$ cat src/rtl/ahb_pkg.sv
// Shared AHB-Lite definitions: bus encodings, slave state encoding and legality checks.
// Used by ahb_slave_chk and ahb_slave_if.
package ahb_pkg;

    localparam logic [1:0] HTRANS_IDLE   = 2'b00;
    localparam logic [1:0] HTRANS_BUSY   = 2'b01;
    localparam logic [1:0] HTRANS_NONSEQ = 2'b10;
    localparam logic [1:0] HTRANS_SEQ    = 2'b11;

    localparam logic [2:0] HBURST_SINGLE = 3'd0;
    localparam logic [2:0] HBURST_INCR   = 3'd1;
    localparam logic [2:0] HBURST_WRAP4  = 3'd2;
    localparam logic [2:0] HBURST_INCR4  = 3'd3;
    localparam logic [2:0] HBURST_WRAP8  = 3'd4;
    localparam logic [2:0] HBURST_INCR8  = 3'd5;
    localparam logic [2:0] HBURST_WRAP16 = 3'd6;
    localparam logic [2:0] HBURST_INCR16 = 3'd7;

    localparam logic HRESP_OKAY  = 1'b0;
    localparam logic HRESP_ERROR = 1'b1;

    typedef enum logic [1:0] {
        SLV_IDLE,
        SLV_ACCESS,
        SLV_ERR1,
        SLV_ERR2
    } slv_state_e;

    // A transfer may not be wider than the data bus.
    function automatic logic size_ok(input logic [2:0] size, input int dataWidth);
        int bits;
        bits = 8 << size;
        return bits <= dataWidth;
    endfunction

    // Seven low address bits cover the largest encodable size (128 bytes).
    function automatic logic is_aligned(input logic [6:0] addrLow, input logic [2:0] size);
        logic [7:0] mask;
        mask = (8'd1 << size) - 8'd1;
        return ({1'b0, addrLow} & mask) == 8'd0;
    endfunction

endpackage

$ cat src/rtl/ahb_slave_chk.sv
// Combinational size/alignment check and (with AHB_SLV_WSTRB_EN) byte-lane strobe
// generation for one address phase.
module ahb_slave_chk
    import ahb_pkg::*;
#(
    parameter int AHB_DATA_WIDTH = 32
)
(
    input  logic [6:0]                  addrLow_i,
    input  logic [2:0]                  size_i,
    output logic                        sizeOk_o,
    output logic                        aligned_o
`ifdef AHB_SLV_WSTRB_EN
    ,
    output logic [AHB_DATA_WIDTH/8-1:0] strb_o
`endif
);

    localparam int BYTES = AHB_DATA_WIDTH / 8;

    assign sizeOk_o  = size_ok(size_i, AHB_DATA_WIDTH);
    assign aligned_o = is_aligned(addrLow_i, size_i);

`ifdef AHB_SLV_WSTRB_EN
    // Lanes from the byte offset within the bus word up to offset + transfer bytes.
    always_comb begin
        int offset;
        int nBytes;
        offset = int'(addrLow_i) % BYTES;
        nBytes = 1 << size_i;
        strb_o = '0;
        for (int b = 0; b < BYTES; b++) begin
            if (b >= offset && b < offset + nBytes) begin
                strb_o[b] = 1'b1;
            end
        end
    end
`endif

endmodule

$ cat src/rtl/ahb_slave_if.sv
// AHB-Lite slave interface: captures address phases and hands one valid/ready beat per
// legal transfer to a backend. Optional byte strobes enabled by defining AHB_SLV_WSTRB_EN.
module ahb_slave_if
    import ahb_pkg::*;
#(
    parameter int AHB_ADDR_WIDTH = 32,
    parameter int AHB_DATA_WIDTH = 32
)
(
    input  logic                        ahb_clk_in,
    input  logic                        ahb_rst_in,
    input  logic                        ahb_sel_in,
    input  logic [AHB_ADDR_WIDTH-1:0]   ahb_addr_in,
    input  logic [1:0]                  ahb_trans_in,
    input  logic [2:0]                  ahb_burst_in,
    input  logic [2:0]                  ahb_size_in,
    input  logic                        ahb_write_in,
    input  logic [AHB_DATA_WIDTH-1:0]   ahb_wdata_in,
    input  logic                        ahb_ready_in,
    output logic                        ahb_ready_out,
    output logic                        ahb_resp_out,
    output logic [AHB_DATA_WIDTH-1:0]   ahb_rdata_out,
    output logic                        other_valid_out,
    output logic [AHB_ADDR_WIDTH-1:0]   other_addr_out,
    output logic [2:0]                  other_size_out,
    output logic                        other_write_out,
    output logic [AHB_DATA_WIDTH-1:0]   other_wdata_out,
`ifdef AHB_SLV_WSTRB_EN
    output logic [AHB_DATA_WIDTH/8-1:0] other_strb_out,
`endif
    input  logic                        other_ready_in,
    input  logic                        other_error_in,
    input  logic [AHB_DATA_WIDTH-1:0]   other_rdata_in
);

    slv_state_e                state_q, state_d;
    logic [AHB_ADDR_WIDTH-1:0] addr_q, addr_d;
    logic [2:0]                size_q, size_d;
    logic                      write_q, write_d;
    logic                      accept;
    logic                      capture;
    logic                      sizeOk;
    logic                      aligned;
    logic                      unusedBits;

`ifdef AHB_SLV_WSTRB_EN
    logic [AHB_DATA_WIDTH/8-1:0] strb_q, strb_d, strbNext;
`endif

    // Burst type and the BUSY/SEQ distinction carry no meaning for a single-beat slave.
    assign unusedBits = ^{ahb_burst_in, ahb_trans_in[0]};

    assign accept = ahb_sel_in && ahb_ready_in && ahb_trans_in[1];

    ahb_slave_chk #(
        .AHB_DATA_WIDTH (AHB_DATA_WIDTH)
    ) u_chk (
        .addrLow_i (ahb_addr_in[6:0]),
        .size_i    (ahb_size_in),
        .sizeOk_o  (sizeOk),
        .aligned_o (aligned)
`ifdef AHB_SLV_WSTRB_EN
        ,
        .strb_o    (strbNext)
`endif
    );

    always_ff @(posedge ahb_clk_in) begin
        if (ahb_rst_in) begin
            state_q <= SLV_IDLE;
            addr_q  <= '0;
            size_q  <= '0;
            write_q <= 1'b0;
`ifdef AHB_SLV_WSTRB_EN
            strb_q  <= '0;
`endif
        end else begin
            state_q <= state_d;
            addr_q  <= addr_d;
            size_q  <= size_d;
            write_q <= write_d;
`ifdef AHB_SLV_WSTRB_EN
            strb_q  <= strb_d;
`endif
        end
    end

    // A new address phase is only taken when the current data phase is finishing cleanly.
    always_comb begin
        state_d         = state_q;
        addr_d          = addr_q;
        size_d          = size_q;
        write_d         = write_q;
`ifdef AHB_SLV_WSTRB_EN
        strb_d          = strb_q;
`endif
        capture         = 1'b0;
        ahb_ready_out   = 1'b1;
        ahb_resp_out    = HRESP_OKAY;
        other_valid_out = 1'b0;
        ahb_rdata_out   = '0;

        case (state_q)
            SLV_IDLE: begin
                capture = accept;
            end
            SLV_ACCESS: begin
                other_valid_out = 1'b1;
                if (!other_ready_in) begin
                    ahb_ready_out = 1'b0;
                end else if (other_error_in) begin
                    ahb_ready_out = 1'b0;
                    ahb_resp_out  = HRESP_ERROR;
                    state_d       = SLV_ERR2;
                end else begin
                    ahb_rdata_out = write_q ? '0 : other_rdata_in;
                    capture       = accept;
                    state_d       = SLV_IDLE;
                end
            end
            SLV_ERR1: begin
                ahb_ready_out = 1'b0;
                ahb_resp_out  = HRESP_ERROR;
                state_d       = SLV_ERR2;
            end
            SLV_ERR2: begin
                ahb_resp_out = HRESP_ERROR;
                capture      = accept;
                state_d      = SLV_IDLE;
            end
            default: begin
                state_d = SLV_IDLE;
            end
        endcase

        if (capture) begin
            addr_d  = ahb_addr_in;
            size_d  = ahb_size_in;
            write_d = ahb_write_in;
`ifdef AHB_SLV_WSTRB_EN
            strb_d  = strbNext;
`endif
            state_d = (sizeOk && aligned) ? SLV_ACCESS : SLV_ERR1;
        end

        // Reset overrides a completing beat in the same cycle.
        if (ahb_rst_in) begin
            ahb_ready_out   = 1'b1;
            ahb_resp_out    = HRESP_OKAY;
            other_valid_out = 1'b0;
            ahb_rdata_out   = '0;
        end
    end

    assign other_addr_out  = addr_q;
    assign other_size_out  = size_q;
    assign other_write_out = write_q;
    assign other_wdata_out = ahb_wdata_in;

`ifdef AHB_SLV_WSTRB_EN
    assign other_strb_out = other_valid_out ? strb_q : '0;
`endif

endmodule

$ cat config.mk
export PLATFORM = sky130hd
export DESIGN_NAME = ahb_slave_if
export DESIGN_NICKNAME = d
export VERILOG_FILES = /design/src/rtl/ahb_pkg.sv /design/src/rtl/ahb_slave_chk.sv /design/src/rtl/ahb_slave_if.sv
export SDC_FILE = /design/constraint.sdc
export NUM_CORES = 1
export LEC_CHECK = 0
export ABC_AREA = 1
export CAP_MARGIN = 20
export CORE_MARGIN = 3
export CORE_UTILIZATION = 32
export CTS_CLUSTER_DIAMETER = 60
export DETAILED_ROUTE_END_ITERATION = 10
export PLACE_DENSITY = 0.81
export SYNTH_ARGS = -nofsm -noshare
export SYNTH_HDL_FRONTEND = slang
export SYNTH_SLANG_ARGS = --single-unit
$ cat constraint.sdc
create_clock -name ahb_clk_in -period 1.82 [get_ports ahb_clk_in]
set_clock_uncertainty 0.2 [all_clocks]
set_input_delay 0.273 -clock ahb_clk_in [delete_from_list [all_inputs] [get_ports ahb_clk_in]]
set_output_delay 0.273 -clock ahb_clk_in [all_outputs]
set_load 0.1 [all_outputs]
==> key figures <==
Placement
  • HPWL after DPL: 6.59 mm
  • Dpl ws: -309 ps
  • GP Congestion: 0.766
  • PortBufs: 145
  • Inst Count DP: 514

Yosys
  • Post-synthesis register bit count: 38
  • YS warnings: 0
  • Post-synthesis average cell area: 8.47 um^2
  • Syn_nets: 413
  • Area of the mapped netlist: 0.00251 mm^2
  • Cells after Synth: 297
  • Post-synth cell types: 25
  • Sequential fraction of the synthesis area: 30.2%
  • Yosys top cell by area: dfxtp_1
  • Yosys top cell area share: 30.2%
  • Ranking of synthesized cells by area: dfxtp_1, nor3b_2, buf_4, nand3_2, nand2_1

Critical path
  • Critical path depth in cells: 8
  • Crit path required time: 1350 ps
  • Critical path arrival: 1770 ps
  • Internal reg-to-reg setup slack: -170 ps
  • Critical path fanouts, max: 7
  • FF-to-FF Start: state_q[0]
  • CP max stage delay: 330 ps
  • R2R depth: 12
  • CP Capture Type: output pin
  • Delay-heaviest family, CP: buffers and inverters
  • Crit path cell chain: inv_2, ha_4, inv_4, nor2_4, nand2_4, clkbuf_16, nor3b_4, buf_12
  • Slowest CP cell: dfxtp_2
  • CP Buf/Inv Count: 4
  • Worst Path Class, Setup: flip-flop to output pin
  • CP startpoint: state_q[1]
  • CP endpoint: ahb_rdata_out[22]
  • Worst r2r dst: state_q[1]
  • Critical Path Source Type: flip-flop

Layout
  • P&R area growth vs syn: 128%
  • Layout cells sized above 1: 59.4%
  • FF/Latch Area: 763 um^2
  • Filler Cell Count: 459
  • Footprint of the multi-input gates: 0.00188 mm^2
  • # nets final: 559
  • Antenna cells: 0
  • Post-Layout Cell Count: 542

Run status
  • Failing checks: negative setup slack
  • Status: finished, violations left

Timing
  • Slew Viols, Final: 0
  • FMAX: 0.446 GHz
  • Hold_ws: 167 ps
  • Unrepaired setup endpoints after global routing: yes
  • Post-layout minimum cycle time: 2240 ps
  • Max-slew headroom: 64.6%
  • Fin crit share: 123%
  • Least-Margin Pin Slew: 531 ps
  • Final setup viols: 68
  • Min setup slack post-route: -422 ps
  • Final Hold Violating Endpoints: 0

Detailed routing
  • Routed vias: 2651
  • Detail Route Antenna Nets: 0
  • Total Routed Length: 10.2 mm
  • DR vias/cell: 4.89
  • # DRC: 0
  • Drt first-iter violations: 68
  • DR pass1 iterations: 4
  • WL/cell: 18.8 um

Global routing
  • Largest net degree at the start of global routing: 36
  • Overflow after GRT: 0
  • Vias in the first global route: 2555
  • First-pass GRT wire length: 12.9 mm
  • GRT Util Overall: 18.3%
  • Initial antenna violation count: 0

Pwr
  • Max IR drop VDD: 532 uV
  • Static Leak: 2.23 nW
  • Power per cell area: 833 mW/mm^2

Die
  • Die Width: 94.7 um
  • Die height: 94.7 um
  • Row count: 31
  • Initial core utilization: 33.8%
  • Die ar.: 0.00896 mm^2
  • I/O pin count: 214
  • Total core area: 0.00745 mm^2

Clocking
  • Clock-pin slew on the worst setup and hold paths: 80 ps
  • Total CTS buffers: 5
  • Worst-Skew Late Latency: 290 ps
  • CTS Sinks: 38
  • Post-CTS Hold Fix Bufs: 0
  • CTS tree: done
  • Clock root cell: clkbuf_8
  • CTS HTree Levels: 2
  • Maximum buffer depth of the clock tree: 2

Flow run
  • Max_cap viols: 0

Worst hold path
  • Worst hold path depth: 3
  • HP Class: primary input to flip-flop
[final cells by class]
cell class / instances / area share, %
clock inverter: 1 / 0.523
tap: 99 / 2.16
clock buffer: 6 / 1.44
sequential: 38 / 13.3
timing repair buffer: 190 / 48.3
multi-input combinational: 192 / 32.8
inverter: 16 / 1.48
[placed cells by master, fill, tap and decap left out, drive strengths merged]
cell type	count
clkbuf	12
clkinv	1
o21ai	2
dfxtp	38
ha	5
o211ai	1
a21oi	36
inv	15
a211oi	1
buf	111
nand3	41
dlymetal6s2s	1
nand2	58
nor3b	32
nor3	1
nor2	15
dlygate4sd2	1
bufinv	1
clkdlybuf4s50	71
[worst min-delay path by stage]
stage	slack [ps]	endpoint	from
CTS	230	other_size_out[0]	ahb_size_in[0]
finish	170	other_size_out[1]	ahb_size_in[1]
global route	190	other_size_out[1]	ahb_size_in[1]
detailed placement	300	other_addr_out[2]	other_addr_out[2]
floorplan	220	other_addr_out[10]	ahb_addr_in[10]
global placement	290	other_addr_out[19]	other_addr_out[19]
[registers in the layout (all words and copies together), names as in the netlist]
register,cells
state_q,2
other_write_out,1
other_size_out,3
other_addr_out,32
[power by group]
part | switching, W | total, W | internal (W)
registers | 0.0000930 | 0.00101 | 0.000916
logic | 0.00172 | 0.00303 | 0.00130
clock network | 0.000314 | 0.000753 | 0.000439
total | 0.00213 | 0.00479 | 0.00266
[worst register-to-register path, cell delays in order (launching register included)]
cell and delay (ps):
dfxtp_2 360, buf_4 120, buf_6 90, inv_4 40, ha_4 160, buf_4 130
buf_6 120, inv_8 70, nand3_4 180, nand2_4 180, nand3_4 80, nor2_1 90
nor2_1 50
[cells in the mapped netlist, drive strengths merged]
cell type   n
o21ai       2
nor3        1
nand3      40
nor3b      32
ha          5
a211oi      1
inv        15
o211ai      1
nand2      58
clkinv      1
nor2       15
buf        51
a21oi      36
dfxtp      38
clkbuf      1
[stage by stage]
step	total power [W]	util [%]	TNS, ps	instance area (um^2)
6_report	0.00479	77.2	-16510	5750
5_1_grt	0.00498	77.2	-22000	5750
4_1_cts	0.00416	69.7	-12530	5190
3_5_place_dp	0.00328	66.8	-12670	4970
3_3_place_gp	0.00324	66.8	-10600	4970
2_1_floorplan	0.00278	-	-33500	2830
[layer usage]
layer  global-route usage (%)  vias to the layer above  part of all wire [%]
li1                         -                     1247                     -
met1                     19.8                     1242                    37
met2                     33.1                      138                    51
met3                     6.93                       24                    10
met4                     5.41                        0                   2.1
met5                        0                        -                     0
[logic make-up after synthesis]
kind of cell | Yosys count | synth area share [%]
fa+ha+maj | 5 | 2.49
flops | 38 | 30.2
simple gates | 146 | 37.7
compound gates | 40 | 11.1
buf+inv | 68 | 18.5
[timing repair]
action	in CTS	in global routing
gates cloned	1	11
resized for setup	14	76
endpoints found under the setup margin	35	61
setup buffers	3	9
pin swaps	10	18
Power figures use the tool's default switching activity.
